`config.mk`:
```
export PLATFORM = sky130hd
export DESIGN_NAME = algo_processor
export DESIGN_NICKNAME = d
export VERILOG_FILES = /design/src/rtl/processor_pkg.sv /design/src/rtl/hex_to_7seg.sv /design/src/rtl/algo_processor.sv
export SDC_FILE = /design/constraint.sdc
export NUM_CORES = 2
export LEC_CHECK = 0
export BUFFER_PORTS_ARGS = -buffer_cell sky130_fd_sc_hd__buf_2
export CORE_ASPECT_RATIO = 1.5
export CORE_MARGIN = 8
export CORE_UTILIZATION = 50
export CTS_CLUSTER_SIZE = 14
export DETAILED_ROUTE_END_ITERATION = 7
export PLACE_DENSITY_LB_ADDON = 0.25
export SLEW_MARGIN = 25
export SYNTH_ARGS = -nofsm -noshare
export SYNTH_HDL_FRONTEND = slang
export SYNTH_HIERARCHICAL = 1
export SYNTH_SLANG_ARGS = --single-unit
```
`constraint.sdc`:
```
create_clock -name clk -period 3.4 [get_ports clk]
set_input_delay 0.34 -clock clk [delete_from_list [all_inputs] [get_ports clk]]
set_output_delay 0.34 -clock clk [all_outputs]
set_load 0.02 [all_outputs]
```
`src/rtl/processor_pkg.sv`:
```
// Shared definitions for the algo_processor byte-processing controller:
// command codes, controller states, algorithm select and display constants.
package processor_pkg;

  // Command codes presented on btn
  localparam logic [2:0] CMD_NEXT  = 3'b001;
  localparam logic [2:0] CMD_PREV  = 3'b010;
  localparam logic [2:0] CMD_LOAD  = 3'b011;
  localparam logic [2:0] CMD_WRITE = 3'b100;
  localparam logic [2:0] CMD_SUM   = 3'b101;
  localparam logic [2:0] CMD_MAX   = 3'b110;
  localparam logic [2:0] CMD_RUN   = 3'b111;

  // Controller states
  typedef enum logic [1:0] {
    IDLE = 2'd0,
    RUN  = 2'd1,
    DONE = 2'd2
  } state_t;

  // Algorithm select
  typedef enum logic {
    ALG_SUM = 1'b0,
    ALG_MAX = 1'b1
  } alg_t;

  // Active-low pattern with only segment g lit
  localparam logic [6:0] SEG_DASH = 7'b0111111;

  // One accumulation step of the selected algorithm
  function automatic logic [7:0] alg_step(input alg_t alg,
                                          input logic [7:0] acc,
                                          input logic [7:0] data);
    if (alg == ALG_MAX) begin
      return (data > acc) ? data : acc;
    end
    return acc + data;
  endfunction

endpackage

```
`src/rtl/hex_to_7seg.sv`:
```
// Hex nibble to active-low 7-segment pattern, bit6..bit0 = g..a.
module hex_to_7seg (
  input  logic [3:0] i_nibble,
  output logic [6:0] o_seg
);

  // Pure lookup of the glyph for each hex digit
  always_comb begin
    o_seg = 7'b1111111;
    case (i_nibble)
      4'h0: o_seg = 7'b1000000;
      4'h1: o_seg = 7'b1111001;
      4'h2: o_seg = 7'b0100100;
      4'h3: o_seg = 7'b0110000;
      4'h4: o_seg = 7'b0011001;
      4'h5: o_seg = 7'b0010010;
      4'h6: o_seg = 7'b0000010;
      4'h7: o_seg = 7'b1111000;
      4'h8: o_seg = 7'b0000000;
      4'h9: o_seg = 7'b0010000;
      4'hA: o_seg = 7'b0001000;
      4'hB: o_seg = 7'b0000011;
      4'hC: o_seg = 7'b1000110;
      4'hD: o_seg = 7'b0100001;
      4'hE: o_seg = 7'b0000110;
      4'hF: o_seg = 7'b0001110;
      default: o_seg = 7'b1111111;
    endcase
  end

endmodule

```
`src/rtl/algo_processor.sv`:
```
// algo_processor: 256x8 data memory with a pointer, edge-triggered command
// interface and a run engine that sums or maximises COUNT bytes starting at
// the pointer. The display byte drives two active-low 7-segment digits.
// Optional macro PTR_LED_EN adds output ptr_led mirroring the pointer.
module algo_processor
  import processor_pkg::*;
#(
  parameter int COUNT = 16
) (
  input  logic       clk,
  input  logic       rst,
  input  logic [7:0] bytePos,
  input  logic [2:0] btn,
  output logic [6:0] hex1,
  output logic [6:0] hex2
`ifdef PTR_LED_EN
  ,
  output logic [7:0] ptr_led
`endif
);

  // Run counter must hold values 0..COUNT inclusive
  localparam int CNT_W = $clog2(COUNT + 1);
  localparam logic [CNT_W-1:0] CNT_LAST = CNT_W'(COUNT);

  logic [7:0]       mem [256];
  logic [7:0]       r_rd_data;

  logic [2:0]       r_btn_q;
  state_t           r_state;
  alg_t             r_alg;
  logic [7:0]       r_ptr;
  logic [7:0]       r_scan_addr;
  logic [CNT_W-1:0] r_cnt;
  logic [7:0]       r_acc;
  logic [7:0]       r_result;
  logic [7:0]       r_disp;

  logic             w_accept;
  logic             w_cmd_ok;
  logic             w_mem_we;
  logic [6:0]       w_seg_hi;
  logic [6:0]       w_seg_lo;

  // A command fires on the first cycle a nonzero code differs from last cycle
  assign w_accept = (btn != 3'b000) && (btn != r_btn_q);
  assign w_cmd_ok = w_accept && (r_state != RUN);
  assign w_mem_we = w_cmd_ok && (btn == CMD_WRITE);

  // Data memory: write port at the pointer, registered read at the scan address
  always_ff @(posedge clk) begin
    if (w_mem_we) begin
      mem[r_ptr] <= bytePos;
    end
    r_rd_data <= mem[r_scan_addr];
  end

  // Control FSM: command decode in IDLE/DONE, byte-per-cycle scan in RUN
  always_ff @(posedge clk or negedge rst) begin
    if (!rst) begin
      r_btn_q     <= 3'b000;
      r_state     <= IDLE;
      r_alg       <= ALG_SUM;
      r_ptr       <= 8'h00;
      r_scan_addr <= 8'h00;
      r_cnt       <= '0;
      r_acc       <= 8'h00;
      r_result    <= 8'h00;
    end else begin
      r_btn_q <= btn;
      case (r_state)
        IDLE, DONE: begin
          if (w_accept) begin
            r_state <= IDLE;
            case (btn)
              CMD_NEXT: r_ptr <= r_ptr + 8'd1;
              CMD_PREV: r_ptr <= r_ptr - 8'd1;
              CMD_LOAD: r_ptr <= bytePos;
              CMD_SUM:  r_alg <= ALG_SUM;
              CMD_MAX:  r_alg <= ALG_MAX;
              CMD_RUN: begin
                r_state     <= RUN;
                r_scan_addr <= r_ptr;
                r_cnt       <= '0;
                r_acc       <= 8'h00;
              end
              default: ;
            endcase
          end
        end
        RUN: begin
          // Cycle k issues read k (k < COUNT) and folds in the byte read at k-1
          if (r_cnt < CNT_LAST) begin
            r_scan_addr <= r_scan_addr + 8'd1;
          end
          if (r_cnt != '0) begin
            r_acc <= alg_step(r_alg, r_acc, r_rd_data);
          end
          if (r_cnt == CNT_LAST) begin
            r_result <= alg_step(r_alg, r_acc, r_rd_data);
            r_state  <= DONE;
          end else begin
            r_cnt <= r_cnt + 1'b1;
          end
        end
        default: r_state <= IDLE;
      endcase
    end
  end

  // Display byte: memory at the pointer when idle, blank while running, result when done
  always_ff @(posedge clk or negedge rst) begin
    if (!rst) begin
      r_disp <= 8'h00;
    end else begin
      case (r_state)
        RUN:     r_disp <= 8'h00;
        DONE:    r_disp <= r_result;
        default: r_disp <= mem[r_ptr];
      endcase
    end
  end

  hex_to_7seg u_seg_hi (
    .i_nibble (r_disp[7:4]),
    .o_seg    (w_seg_hi)
  );

  hex_to_7seg u_seg_lo (
    .i_nibble (r_disp[3:0]),
    .o_seg    (w_seg_lo)
  );

  // Both digits show a dash for the whole run
  assign hex1 = (r_state == RUN) ? SEG_DASH : w_seg_hi;
  assign hex2 = (r_state == RUN) ? SEG_DASH : w_seg_lo;

`ifdef PTR_LED_EN
  assign ptr_led = r_ptr;
`endif

endmodule

```
==> results by group <==
Run status
  • Outcome: finished, violations left
  • Failing checks: setup timing

Finish
  • Area delta synth->final: 14.5%
  • Post-Layout Cell Count: 8352
  • Design area: 0.114 mm^2
  • Fillers: 14.5k
  • Share of cells above drive strength 1: 40.2%
  • Layout Nets: 5636

Synthesis
  • Main flop type after synthesis: edfxtp_1
  • Top-area cell type share of the netlist area: 61.8%
  • Area leader, netlist: edfxtp_1
  • Largest cells by area after synthesis: edfxtp_1, mux4_2, mux2i_1
  • Most frequent cell after synthesis: edfxtp_1
  • Synthesized flop and latch total: 2107
  • EDFF count, synth: 2048
  • Cells after synthesis: 5009
  • Register area share after synthesis: 63.3%
  • Syn_nets: 5060
  • Fraction of registers with async set/reset: 2.42%
  • Ys Warns: 6
  • Post-Syn Area per Cell: 19.9 um^2
  • Synth unique cells: 70
  • Mapped Area: 0.0995 mm^2
  • Top cells by count, synth: edfxtp_1, mux4_2, nor2_1

Floorplanning
  • DIE WIDTH: 380 um
  • Core ar.: 0.198 mm^2
  • Die ar.: 0.214 mm^2
  • Starting density of the core: 50.3%
  • IO Count: 27
  • Die Ht: 562 um
  • Site Rows: 200

GRT
  • First-pass GRT wire length: 457000 um
  • Largest net degree at the start of global routing: 123
  • Initial antenna violation count: 12
  • Global route total overflow: 0
  • Number of global-route vias before repair: 59.7k
  • GRT Total Usage: 30.2%

Route
  • TritonRoute pass-1 iters: 6
  • Post-DRT Antenna Nets: 0
  • Vias per Instance: 6.96
  • DRC viols: 0
  • DRT Wirelength: 327000 um
  • DRT iter0 DRCs: 7887
  • Mean routed wirelength per cell: 39.1 um
  • Routed via count: 58.1k

Clock tree
  • CTS Buf Count: 198
  • Clock buffer depth: 4
  • Worst-path clk slew: 0.08 ns
  • Clk Latency, worst-skew pair: 0.87 ns
  • CTS tree: yes
  • Clock Sinks: 2107
  • CTS H-tree lvls: 4
  • CTS root buffer: clkbuf_16

Placement
  • Hpwl dp: 226000 um
  • Placed Area: 0.108 mm^2
  • Dpl ws: -0.267 ns
  • Placed Cells: 8003
  • Routability cong.: 0.998
  • # port buffers: 26

Setup path
  • Data required time of the worst path: 4.20 ns
  • Crit Path Category: flop to flop
  • Worst EP arrival: 4.23 ns
  • CP max FO: 22
  • Startpoint Class: flop
  • CP Capture Type: flop

Pwr
  • Leak pwr: 0.0368 uW
  • Maximum VDD drop: 0.645 mV
  • Cell Pwr Density: 814 mW/mm^2
  • Total power: 92700 uW

Timing
  • Setup TNS: -0.0397 ns
  • Clk_skew: 0.0533 ns
  • Slew @ Worst Pin: 1.10 ns
  • Final setup violation count: 3
  • Rel. slew slack: 24.5%
  • Post-route setup slack: -0.0337 ns
  • Max Slew Vio Count: 0
  • Min cycle time layout: 3.43 ns
  • Tcrit/Tclk final: 101%
  • Final Hold Fails: 0
  • Max frequency: 291 MHz

Worst hold path
  • Hold Path Class: input port to async pin

Flow run
  • Max Cap Violations: 0
critical path, stage by stage (launching register included):
cell       delay, ns
dfrtp_4         0.56
buf_12          0.19
buf_12          0.20
mux4_2          0.40
mux4_2          0.30
nor2b_1         0.16
a211oi_1        0.07
buf_4           0.19
a2111oi_0       0.96
a22o_1          0.28
flip-flops by register name (all words and copies together), names as in the netlist, 5 cells and up:
signal	cells
r_scan_addr	8
r_disp	8
r_acc	8
mem	2048
r_rd_data	8
r_result	8
r_cnt	5
r_ptr	8
worst paths after layout:
kind / startpoint / to / slack, ns / cells after the start
setup / recovery: r_ptr[0] / r_disp[0] / -0.03 / 9
min in group clk: bytePos[0] / mem[53][0] / 0.10 / 1
max in group asynchronous: rst / r_cnt[4] / 2.68 / 3
hold reg to reg: r_result[5] / r_result[5] / 0.51 / 1
setup reg to reg: r_ptr[0] / r_disp[0] / -0.03 / 9
hold / removal: rst / r_acc[3] / 0.07 / 2
final cells by class:
type                            count  area [um^2]  area share (%)
Timing Repair Buffer              784         7040            6.18
Multi-Input combinational cell   2465        34600            30.4
Antenna cell                        3         7.51         0.00659
Clock buffer                      248         5220            4.58
Inverter                           29          116           0.102
Sequential cell                  2107        63000            55.3
Clock inverter                     90          669           0.588
Tap cell                         2626         3290            2.88
stage by stage:
step	util (%)	hold slack [ns]
5_1_grt	57.5	0.103
3_5_place_dp	54.5	0.489
3_3_place_gp	54.5	0.471
4_1_cts	57.5	0.0562
2_1_floorplan	-	0.0444
6_report	57.6	0.0721
timing repair:
item / CTS / global route
hold endpoints to repair: 47 / 0
gates resized for setup: 2 / 2
endpoints found under the setup margin: 2 / 7
pin swaps: 0 / 2
hold buffers: 5 / 0
buffers inserted: 0 / 3
cells in the final DEF, fill, tap and decap left out, types with 11 or more instances in the layout:
cell | netlist | routed
buf_4 | 36 | 663
nand2_2 | 0 | 11
inv_1 | 26 | 25
o211ai_1 | 19 | 19
o221ai_1 | 16 | 16
buf_2 | 147 | 17
a221oi_1 | 16 | 16
nand2_1 | 145 | 134
a21oi_1 | 81 | 81
clkbuf_16 | 0 | 200
o21ai_0 | 47 | 47
clkinv_1 | 1 | 42
nand3_1 | 72 | 69
mux4_2 | 1177 | 1177
nand2b_1 | 13 | 13
buf_12 | 0 | 90
mux2_2 | 15 | 15
mux2i_1 | 145 | 145
edfxtp_1 | 2048 | 2048
clkbuf_1 | 184 | 45
nor3_1 | 26 | 24
nand4_1 | 18 | 18
ha_1 | 37 | 36
nor2b_1 | 21 | 17
clkinv_2 | 0 | 29
a22o_1 | 29 | 29
clkbuf_8 | 0 | 11
a211oi_1 | 27 | 24
dfrtp_1 | 51 | 39
o22ai_1 | 31 | 31
or2_2 | 15 | 15
a22oi_1 | 70 | 70
nor2_1 | 332 | 322
power by group:
group / switching (uW) / internal, uW / leakage [uW]
Clock: 9600 / 11500 / 0.00288
Sequential: 882 / 28800 / 0.0191
Combinational: 23200 / 18700 / 0.0148
per-layer routing:
layer,global-route usage (%),up-vias,share of wire [%]
met5,0,-,0.0083
met4,21.6,4,9.0
met3,6.40,967,9.9
met2,49.0,3661,48
met1,35.9,30800,33
li1,-,22700,-
cells by family (layout without fill, tap and decap cells):
| kind of cell | count (synthesis) | in the layout | synth area share, % |
|---|---|---|---|
| other cells | 0 | 3 | 0 |
| fa+ha+maj | 38 | 38 | 0.486 |
| compound gates | 401 | 401 | 2.79 |
| xor+xnor | 14 | 14 | 0.123 |
| simple gates | 673 | 673 | 2.94 |
| flops | 2107 | 2107 | 63.3 |
| mux | 1339 | 1339 | 28.3 |
| buf+inv | 437 | 1151 | 2.06 |
(Power assumes the default switching activity.)
